`src/rtl/hood_mode_sequencer.sv`:
```
// Range-hood mode sequencer: power/standby/fan modes, the one-shot hurricane
// mode, delayed exit and self-clean, with a seconds countdown for timed modes.
module hood_mode_sequencer #(
   parameter int TICKS_PER_SEC = 100000000,
   parameter int HURRICANE_SEC = 60,
   parameter int EXIT_SEC      = 60,
   parameter int CLEAN_SEC     = 180
) (
   input  logic       clk,
   input  logic       rstn,
   input  logic       power_on,
   input  logic       first_mode_toggle,
   input  logic       second_mode_toggle,
   input  logic       third_mode_toggle,
   input  logic       clean_toggle,
   input  logic       menu_signal,
   output logic [2:0] current_mode,
   output logic [7:0] countdown,
   output logic       hurricane_used,
   output logic       clean_done
);

   typedef enum logic [2:0] {
      MODE_OFF    = 3'd0,
      MODE_STAND  = 3'd1,
      MODE_FIRST  = 3'd2,
      MODE_SECOND = 3'd3,
      MODE_THIRD  = 3'd4,
      MODE_EXIT   = 3'd5,
      MODE_CLEAN  = 3'd6
   } mode_t;

   localparam int PW = (TICKS_PER_SEC > 1) ? $clog2(TICKS_PER_SEC) : 1;
   localparam logic [PW-1:0] TICK_LAST = PW'(TICKS_PER_SEC - 1);

   mode_t         mode_reg, mode_next;
   logic [7:0]    cd_reg, cd_next;
   logic [PW-1:0] presc_reg, presc_next;
   logic          hurr_reg, hurr_next;
   logic          done_reg, done_next;
   logic          timed, tick, expire;

   always_ff @(posedge clk or negedge rstn) begin
      if (!rstn) begin
         mode_reg  <= MODE_OFF;
         cd_reg    <= '0;
         presc_reg <= '0;
         hurr_reg  <= 1'b0;
         done_reg  <= 1'b0;
      end else begin
         mode_reg  <= mode_next;
         cd_reg    <= cd_next;
         presc_reg <= presc_next;
         hurr_reg  <= hurr_next;
         done_reg  <= done_next;
      end
   end

   always_comb begin
      timed  = (mode_reg == MODE_THIRD) || (mode_reg == MODE_EXIT) || (mode_reg == MODE_CLEAN);
      tick   = timed && (presc_reg == TICK_LAST);
      // Expiry on the tick that would take the count to zero; <= guards illegal zero loads.
      expire = tick && (cd_reg <= 8'd1);

      mode_next  = mode_reg;
      cd_next    = cd_reg;
      presc_next = (timed && !tick) ? presc_reg + PW'(1) : '0;
      hurr_next  = hurr_reg;
      done_next  = 1'b0;

      if (tick && (cd_reg != 8'd0))
         cd_next = cd_reg - 8'd1;

      if (!power_on) begin
         mode_next  = MODE_OFF;
         cd_next    = '0;
         presc_next = '0;
         hurr_next  = 1'b0;
      end else begin
         case (mode_reg)
            MODE_OFF: begin
               mode_next = MODE_STAND;
               cd_next   = '0;
            end
            MODE_STAND: begin
               if (third_mode_toggle && !hurr_reg) begin
                  mode_next  = MODE_THIRD;
                  cd_next    = 8'(HURRICANE_SEC);
                  presc_next = '0;
                  hurr_next  = 1'b1;
               end else if (second_mode_toggle) begin
                  mode_next = MODE_SECOND;
               end else if (first_mode_toggle) begin
                  mode_next = MODE_FIRST;
               end else if (clean_toggle) begin
                  mode_next  = MODE_CLEAN;
                  cd_next    = 8'(CLEAN_SEC);
                  presc_next = '0;
               end
            end
            MODE_FIRST: begin
               if (menu_signal)             mode_next = MODE_STAND;
               else if (second_mode_toggle) mode_next = MODE_SECOND;
            end
            MODE_SECOND: begin
               if (menu_signal)            mode_next = MODE_STAND;
               else if (first_mode_toggle) mode_next = MODE_FIRST;
            end
            MODE_THIRD: begin
               if (menu_signal) begin
                  mode_next  = MODE_EXIT;
                  cd_next    = 8'(EXIT_SEC);
                  presc_next = '0;
               end else if (expire) begin
                  mode_next  = MODE_SECOND;
                  cd_next    = '0;
                  presc_next = '0;
               end
            end
            MODE_EXIT: begin
               if (expire) begin
                  mode_next  = MODE_STAND;
                  cd_next    = '0;
                  presc_next = '0;
               end
            end
            MODE_CLEAN: begin
               if (expire) begin
                  mode_next  = MODE_STAND;
                  cd_next    = '0;
                  presc_next = '0;
                  done_next  = 1'b1;
               end
            end
            default: begin
               mode_next  = MODE_STAND;
               cd_next    = '0;
               presc_next = '0;
            end
         endcase
      end
   end

   assign current_mode   = mode_reg;
   assign countdown      = cd_reg;
   assign hurricane_used = hurr_reg;
   assign clean_done     = done_reg;

endmodule

```
`config.mk`:
```
export PLATFORM = sky130hd
export DESIGN_NAME = hood_mode_sequencer
export DESIGN_NICKNAME = d
export VERILOG_FILES = /design/src/rtl/hood_mode_sequencer.sv
export SDC_FILE = /design/constraint.sdc
export NUM_CORES = 1
export LEC_CHECK = 0
export ABC_AREA = 1
export ABC_CLOCK_PERIOD_IN_PS = 2200
export CORE_MARGIN = 2
export CORE_UTILIZATION = 57
export CTS_BUF_LIST = sky130_fd_sc_hd__clkbuf_2
export DETAILED_ROUTE_END_ITERATION = 16
export GPL_TIMING_DRIVEN = 0
export PLACE_DENSITY_LB_ADDON = 0.08
export RECOVER_POWER = 50
export SYNTH_ARGS = -nofsm -noshare
export SYNTH_HDL_FRONTEND = slang
export SYNTH_SLANG_ARGS = --single-unit
```
`constraint.sdc`:
```
create_clock -name clk -period 2.2 [get_ports clk]
set_input_delay 0.22 -clock clk [delete_from_list [all_inputs] [get_ports clk]]
set_output_delay 0.22 -clock clk [all_outputs]
set_load 0.03 [all_outputs]
```
After elaboration in Yosys (flattened, before gate mapping)
Index checks and enable logic that the tools add are counted.
{"block": "totals", "regBits": 40, "latchBits": 0, "ramBits": 0, "mem_bits_ro": 0, "inputBits": 8, "output_inout_bits": 13, "wordCells": 75, "mem_count": 0}
{"block": "op_classes", "n_addsub": 2, "mul": 0, "div": 0, "magnitude_cmp": 1, "n_eq_ne": 14, "shifts": 0, "mux": 37, "bitwise_logic": 0, "reduce_logical": 16}
{"operator": "2-to-1 mux 27 bit", "count": 8}
{"operator": "one-hot mux 27 bit (4 select lines)", "count": 1}
{"operator": "2-to-1 mux 8 bit", "count": 8}
{"operator": "2-to-1 mux 3 bit", "count": 12}
{"operator": "one-hot mux 8 bit (4 select lines)", "count": 1}
{"operator": "adder 27 x 1 -> 27 bit, second input constant", "count": 1}
{"operator": "== test 27 bit, second input constant", "count": 1}
{"operator": "one-hot mux 3 bit (5 select lines)", "count": 1}
{"operator": "!= test 4 bit, second input constant", "count": 3}
{"operator": "== test 3 bit, second input constant", "count": 3}
{"operator": "<= comparator 8 x 1 -> 1 bit, second input constant", "count": 1}
{"operator": "nonzero test 8 bit", "count": 1}
{"operator": "subtractor 8 x 1 -> 8 bit, second input constant", "count": 1}
{"operator": "== test 3 x 2 -> 1 bit, second input constant", "count": 2}
{"operator": "2-to-1 mux 1 bit", "count": 6}
{"operator": "!= test 6 bit, second input constant", "count": 1}
{"operator": "logical AND 1 bit", "count": 5}
{"operator": "AND reduction 5 bit", "count": 1}
{"operator": "!= test 2 x 1 -> 1 bit, second input constant", "count": 2}
{"operator": "OR reduction 2 bit", "count": 2}
{"operator": "== test 3 x 1 -> 1 bit, second input constant", "count": 1}
{"operator": "logical NOT 3 bit", "count": 1}
{"operator": "!= test 3 x 2 -> 1 bit, second input constant", "count": 1}
{"operator": "OR reduction 3 bit", "count": 1}
{"operator": "3 further kinds", "count": 5}

Logic depth before layout (Yosys ltp)
{"block": "depth", "word_depth": 13, "ltp_mapped": 12, "mapped_depth_nobuf": 12}

Worst setup path after synthesis
No wires, ideal clock.
{"block": "synth_timing", "path_type": "reg2reg", "startpoint": "reg cd_reg[0], in the netlist countdown[0]", "endpoint": "reg presc_reg[20]", "setup_ps": 120, "arrival_time_ps": 1881, "required_time_ps": 2080, "path_slack_ps": 199, "stages_incl_launch_ff": 11, "path_buffers": 2, "period_less_slack_ps": 2001, "path_cell_list": "dfrtp_1 -> inv_1 -> ha_1 -> o21ai_0 -> nor2_1 -> nand4_2 -> a21oi_4 -> or2_1 -> buf_6 -> buf_8 -> nor2_1"}
{"block": "synth_between", "elab_chain_cells": 6}
{"element": "from (decl)", "line_no": "37", "text": "logic [7:0] cd_reg, cd_next;"}
{"element": "from (signal assigned)", "line_no": "52", "text": "cd_reg <= cd_next;"}
{"element": "<= comparator 8 x 1 -> 1 bit *", "line_no": "63", "text": "expire = tick && (cd_reg <= 8'd1);"}
{"element": "logical AND 1 bit *", "line_no": "63"}
{"element": "2-to-1 mux 27 bit *", "line_no": "114, 121, 128"}
{"element": "2-to-1 mux 27 bit", "line_no": "110", "text": "if (menu_signal) begin"}
{"element": "one-hot mux 27 bit (4 select lines) *", "line_no": "80", "text": "case (mode_reg)"}
{"element": "2-to-1 mux 27 bit *", "line_no": "74", "text": "if (!power_on) begin"}
{"element": "net presc_next[20]", "line_no": "38", "text": "logic [PW-1:0] presc_reg, presc_next;"}
{"element": "to (signal assigned)", "line_no": "53", "text": "presc_reg <= presc_next;"}
{"element": "to (decl)", "line_no": "38"}
The timed path passes the listed nets; every way through them passes the cells marked *.
A chain may end at the register's enable or synchronous reset.

Worst setup path in the final report
{"block": "layout_timing", "startpoint": "reg presc_reg[0]", "endpoint": "reg presc_reg[14]"}
{"block": "layout_between", "elab_chain_cells": 11, "word_cells_on_any_way": 15, "classes_between": "add/sub: 1; eq/ne: 1; mux: 9; reduce/logical: 4"}
{"element": "branches (longest 9 deep; another with adder 27 x 1 -> 27 bit)"}
{"element": "one-hot mux 27 bit (4 select lines) *", "line_no": "80"}
{"element": "2-to-1 mux 27 bit *", "line_no": "74"}
{"element": "net presc_next[14]", "line_no": "38"}
Mark *: on every way through the listed nets, which the timed path passes.

==> summary.md <==
| Metric | Value |
|---|---|
| Worst-path clk slew | roughly 200 ps |
| Vias per inst | between 5 and 6 |
| Synth top area cells | dfrtp_1 39%, nand2_1 9.7%, nor2_1 9.7%, xor2_1 8.3%, inv_1 5.5% |
| Cells on worst reg2reg path | 11 |
| Worst R2R Start | presc_reg[0] |
| Area grow syn2layout | 14.11% |
| Pwr per Cell Area | 801.3 nW/µm² |
| Share of layout cells above drive strength 1 | 10.48% |
| Fin area | ~2900 µm² |
| CP Launch Type | register |
| Layout Utilization | around 67% |
| CP Capture Point | presc_reg[14] |
| Worst-Skew Late Latency | roughly 400 ps |
| Top Layer Used | met4 |
| Pre-CTS WS | 28.68 ps |
| Worst r2r dst | presc_reg[14] |
| Wl on met1 | roughly 2500 µm |
| Synth Net Count | between 300 and 400 |
| Port Buf Inserts | 20 |
| Mapped Area | 2545 µm² |
| Layout Nets | 384 |
| Vias | 2256 |
| Placer Congestion | slightly above 0.9 |
| Maximum number of pins on one net before global-route repair | 41 |
| Post-synth ARST share | 100.0% |
| Worst path arrival time | approximately 2400 ps |
| Flop-to-flop setup slack | around 140 ps |
| Initial Util | between 50% and 60% |
| Tot GR Track Use | between 20 and 25% |
| Max-slew headroom | around a third |
| Data required time of the critical path | between 2000 and 2500 ps |
| Worst slew pin tran | approximately 980 ps |
| CP Capture Type | register |
| # Max-Cap Violations | 0 |
| Tcrit/Tclk final | between 90% and 100% |
| Critical path launch point | presc_reg[0] |
| Synth Warn # | 0 |
| Post-synth top cells | 66 x nand2_1, 66 x nor2_1, 40 x dfrtp_1 |
| WHS | 361.0 ps |
| Clk_skew | between 20 and 30 ps |
| Sequential-to-total area share from yosys stat | between 30% and 40% |
| Wire length on met2 | 2638 µm |
| Hold WC Path Type | in -> reg |
| Antenna Cells | 0 |
| CTS root buf | clkbuf_2 |
| Yosys top cell by area | dfrtp_1 |
| TritonCTS buffer count | 5 |
| Drt wl/cell | ~12 µm |
| Post-DP HPWL | 3989 µm |
| Die area | approximately 5000 µm² |
| CTS tree | done |
| Grt total ovfl | 0 |
| Post-synth cell types | 34 |
| Number of setup violations in the final report | 0 |
| Number of flip-flops in the largest register | 27 |
| Die Span X | between 70 and 80 µm |
| Core ar. | approximately 4300 µm² |
| Clock Sinks | 40 |
| Vias in the first global route | roughly 2200 |
| Critical path peak fanout | 10 |
| Total Wirelength | roughly 5300 µm |
| Met3 wire len | 147 µm |
| Cell Rows | 24 |
| Initial antenna violation count | 0 |
| Final-report hold violation count | 0 |
| H-tree Lvls | 2 |
| DRC Markers | 0 |
| DR iter-0 viols | 117 |
| Predominant post-synthesis flop cell | dfrtp_1 |
| Slew Viols, Final | 0 |
| Slack of the critical path | about 140 ps |
| Outcome | completed |
| Worst Setup Path Type | reg -> reg |
| Final Critical Period | 2061 ps |
| Global-route wire length before repair | approximately 9100 µm |
| Yosys reg bits | 40 |
| Pre-Repair DR Iteration Count | 4 |
| Leakage | about 1.3 nW |
| Setup TNS | 0 ps |
| Remaining antenna violation count after routing | 0 |
| Post-synth EDFFs | 0 |
| I/O pins | 21 |
| Max IR drop VDD | ~550 µV |
| Placement Cell Area | ~2800 µm² |
| CTS max path bufs | 2 |
| Die Height | 70.82 µm |
| Post-Syn Instances | 340 |
| Fmax | approximately 0.49 GHz |
| Mean post-synth cell area | around 7.5 µm² |
| Area share of the leading cell type in the synthesized netlist | 39.33% |
==> cell type report <==
| class | instances | area (µm²) |
|---|---|---|
| Clock buffer | 6 | 30.03 |
| Inverter | 38 | 142.6 |
| Tap cell | 52 | 65.06 |
| Timing Repair Buffer | 25 | 235.2 |
| Fill cell | 381 | 1420 |
| Buffer | 5 | 43.79 |
| Sequential cell | 40 | 1001 |
| Clock inverter | 1 | 5.005 |
| Multi-Input combinational cell | 257 | 1381 |
==> metrics by stage <==
step / std cells / total power, mW
3_5_place_dp: 412 / 1.972
3_3_place_gp: 412 / 1.968
5_1_grt: 424 / 2.503
2_1_floorplan: 340 / 1.678
4_1_cts: 420 / 2.285
6_report: 424 / 2.327
==> how the worst min path moves through the flow <==
stage,start,to,slack [ps],cells past startpoint
global route,third_mode_toggle,hurricane_used,370,3
CTS,third_mode_toggle,hurricane_used,340,3
finish,third_mode_toggle,hurricane_used,360,3
global placement,presc_reg[0],presc_reg[0],490,1
detailed placement,rstn,presc_reg[6],390,1
floorplan,rstn,clean_done,-80,0
==> routing by layer <==
metal  up-vias  GRT usage, %
li1       1165             -
met1      1053         28.51
met2        34         39.46
met3         4         4.701
met4         0         6.289
met5         -             0
==> worst max-delay path: stages, from the launching register on <==
cell and delay [ps]:
dfrtp_1 430, ha_2 210, nand3_2 130, inv_1 110, nand2_2 100, nor2_4 130, nand4_4 150, a21oi_4 220
or2_1 140, buf_6 150, buf_8 140, nor2_1 50
==> logic make-up (layout without fill, tap and decap cells) <==
group                    Yosys count  after routing  share of synthesized area (%)
AO/OA/AOI/OAI                     30             30                          6.932
flip-flops                        40             40                          39.33
XOR/XNOR                          28             28                          9.636
multiplexers                       1              1                         0.3933
buffers and inverters             43             75                          7.325
AND/OR/NAND/NOR                  194            194                          34.41
adder cells (fa/ha/maj)            4              4                          1.967
==> placed cells by master (no fill, tap or decap), types with 2 or more instances in the layout <==
cell type        synthesis  layout
nand4_1                 14      14
a21oi_1                 12      12
o21ai_0                  9       9
xor2_1                  24      24
nand2_2                  4       4
o211ai_1                 2       2
nor2_1                  66      64
nor2_4                   2       3
xnor2_1                  4       4
ha_1                     4       2
dfrtp_1                 40      40
nor2_2                   6       7
nand2_1                 66      66
ha_2                     0       2
buf_2                    2       2
inv_1                   37      36
nor3b_1                  2       2
clkbuf_2                 0       7
nor4_1                   4       4
nor3_1                  10      10
o21ai_1                  3       3
buf_4                    1       5
clkdlybuf4s50_1          0      19
nand3_1                 15      15
==> power by group <==
part           switching (mW)  internal, mW
Clock                   0.230        0.0758
Sequential             0.0730         0.795
Combinational           0.719         0.435
==> timing repair <==
action / in CTS / in global routing
setup buffers: 0 / 4
endpoints found under the setup margin: 0 / 23
hold endpoints to repair: 40 / 0
gates resized for setup: 0 / 7
hold buffers: 1 / 0
Note: power is estimated with default switching activity, not from simulation.
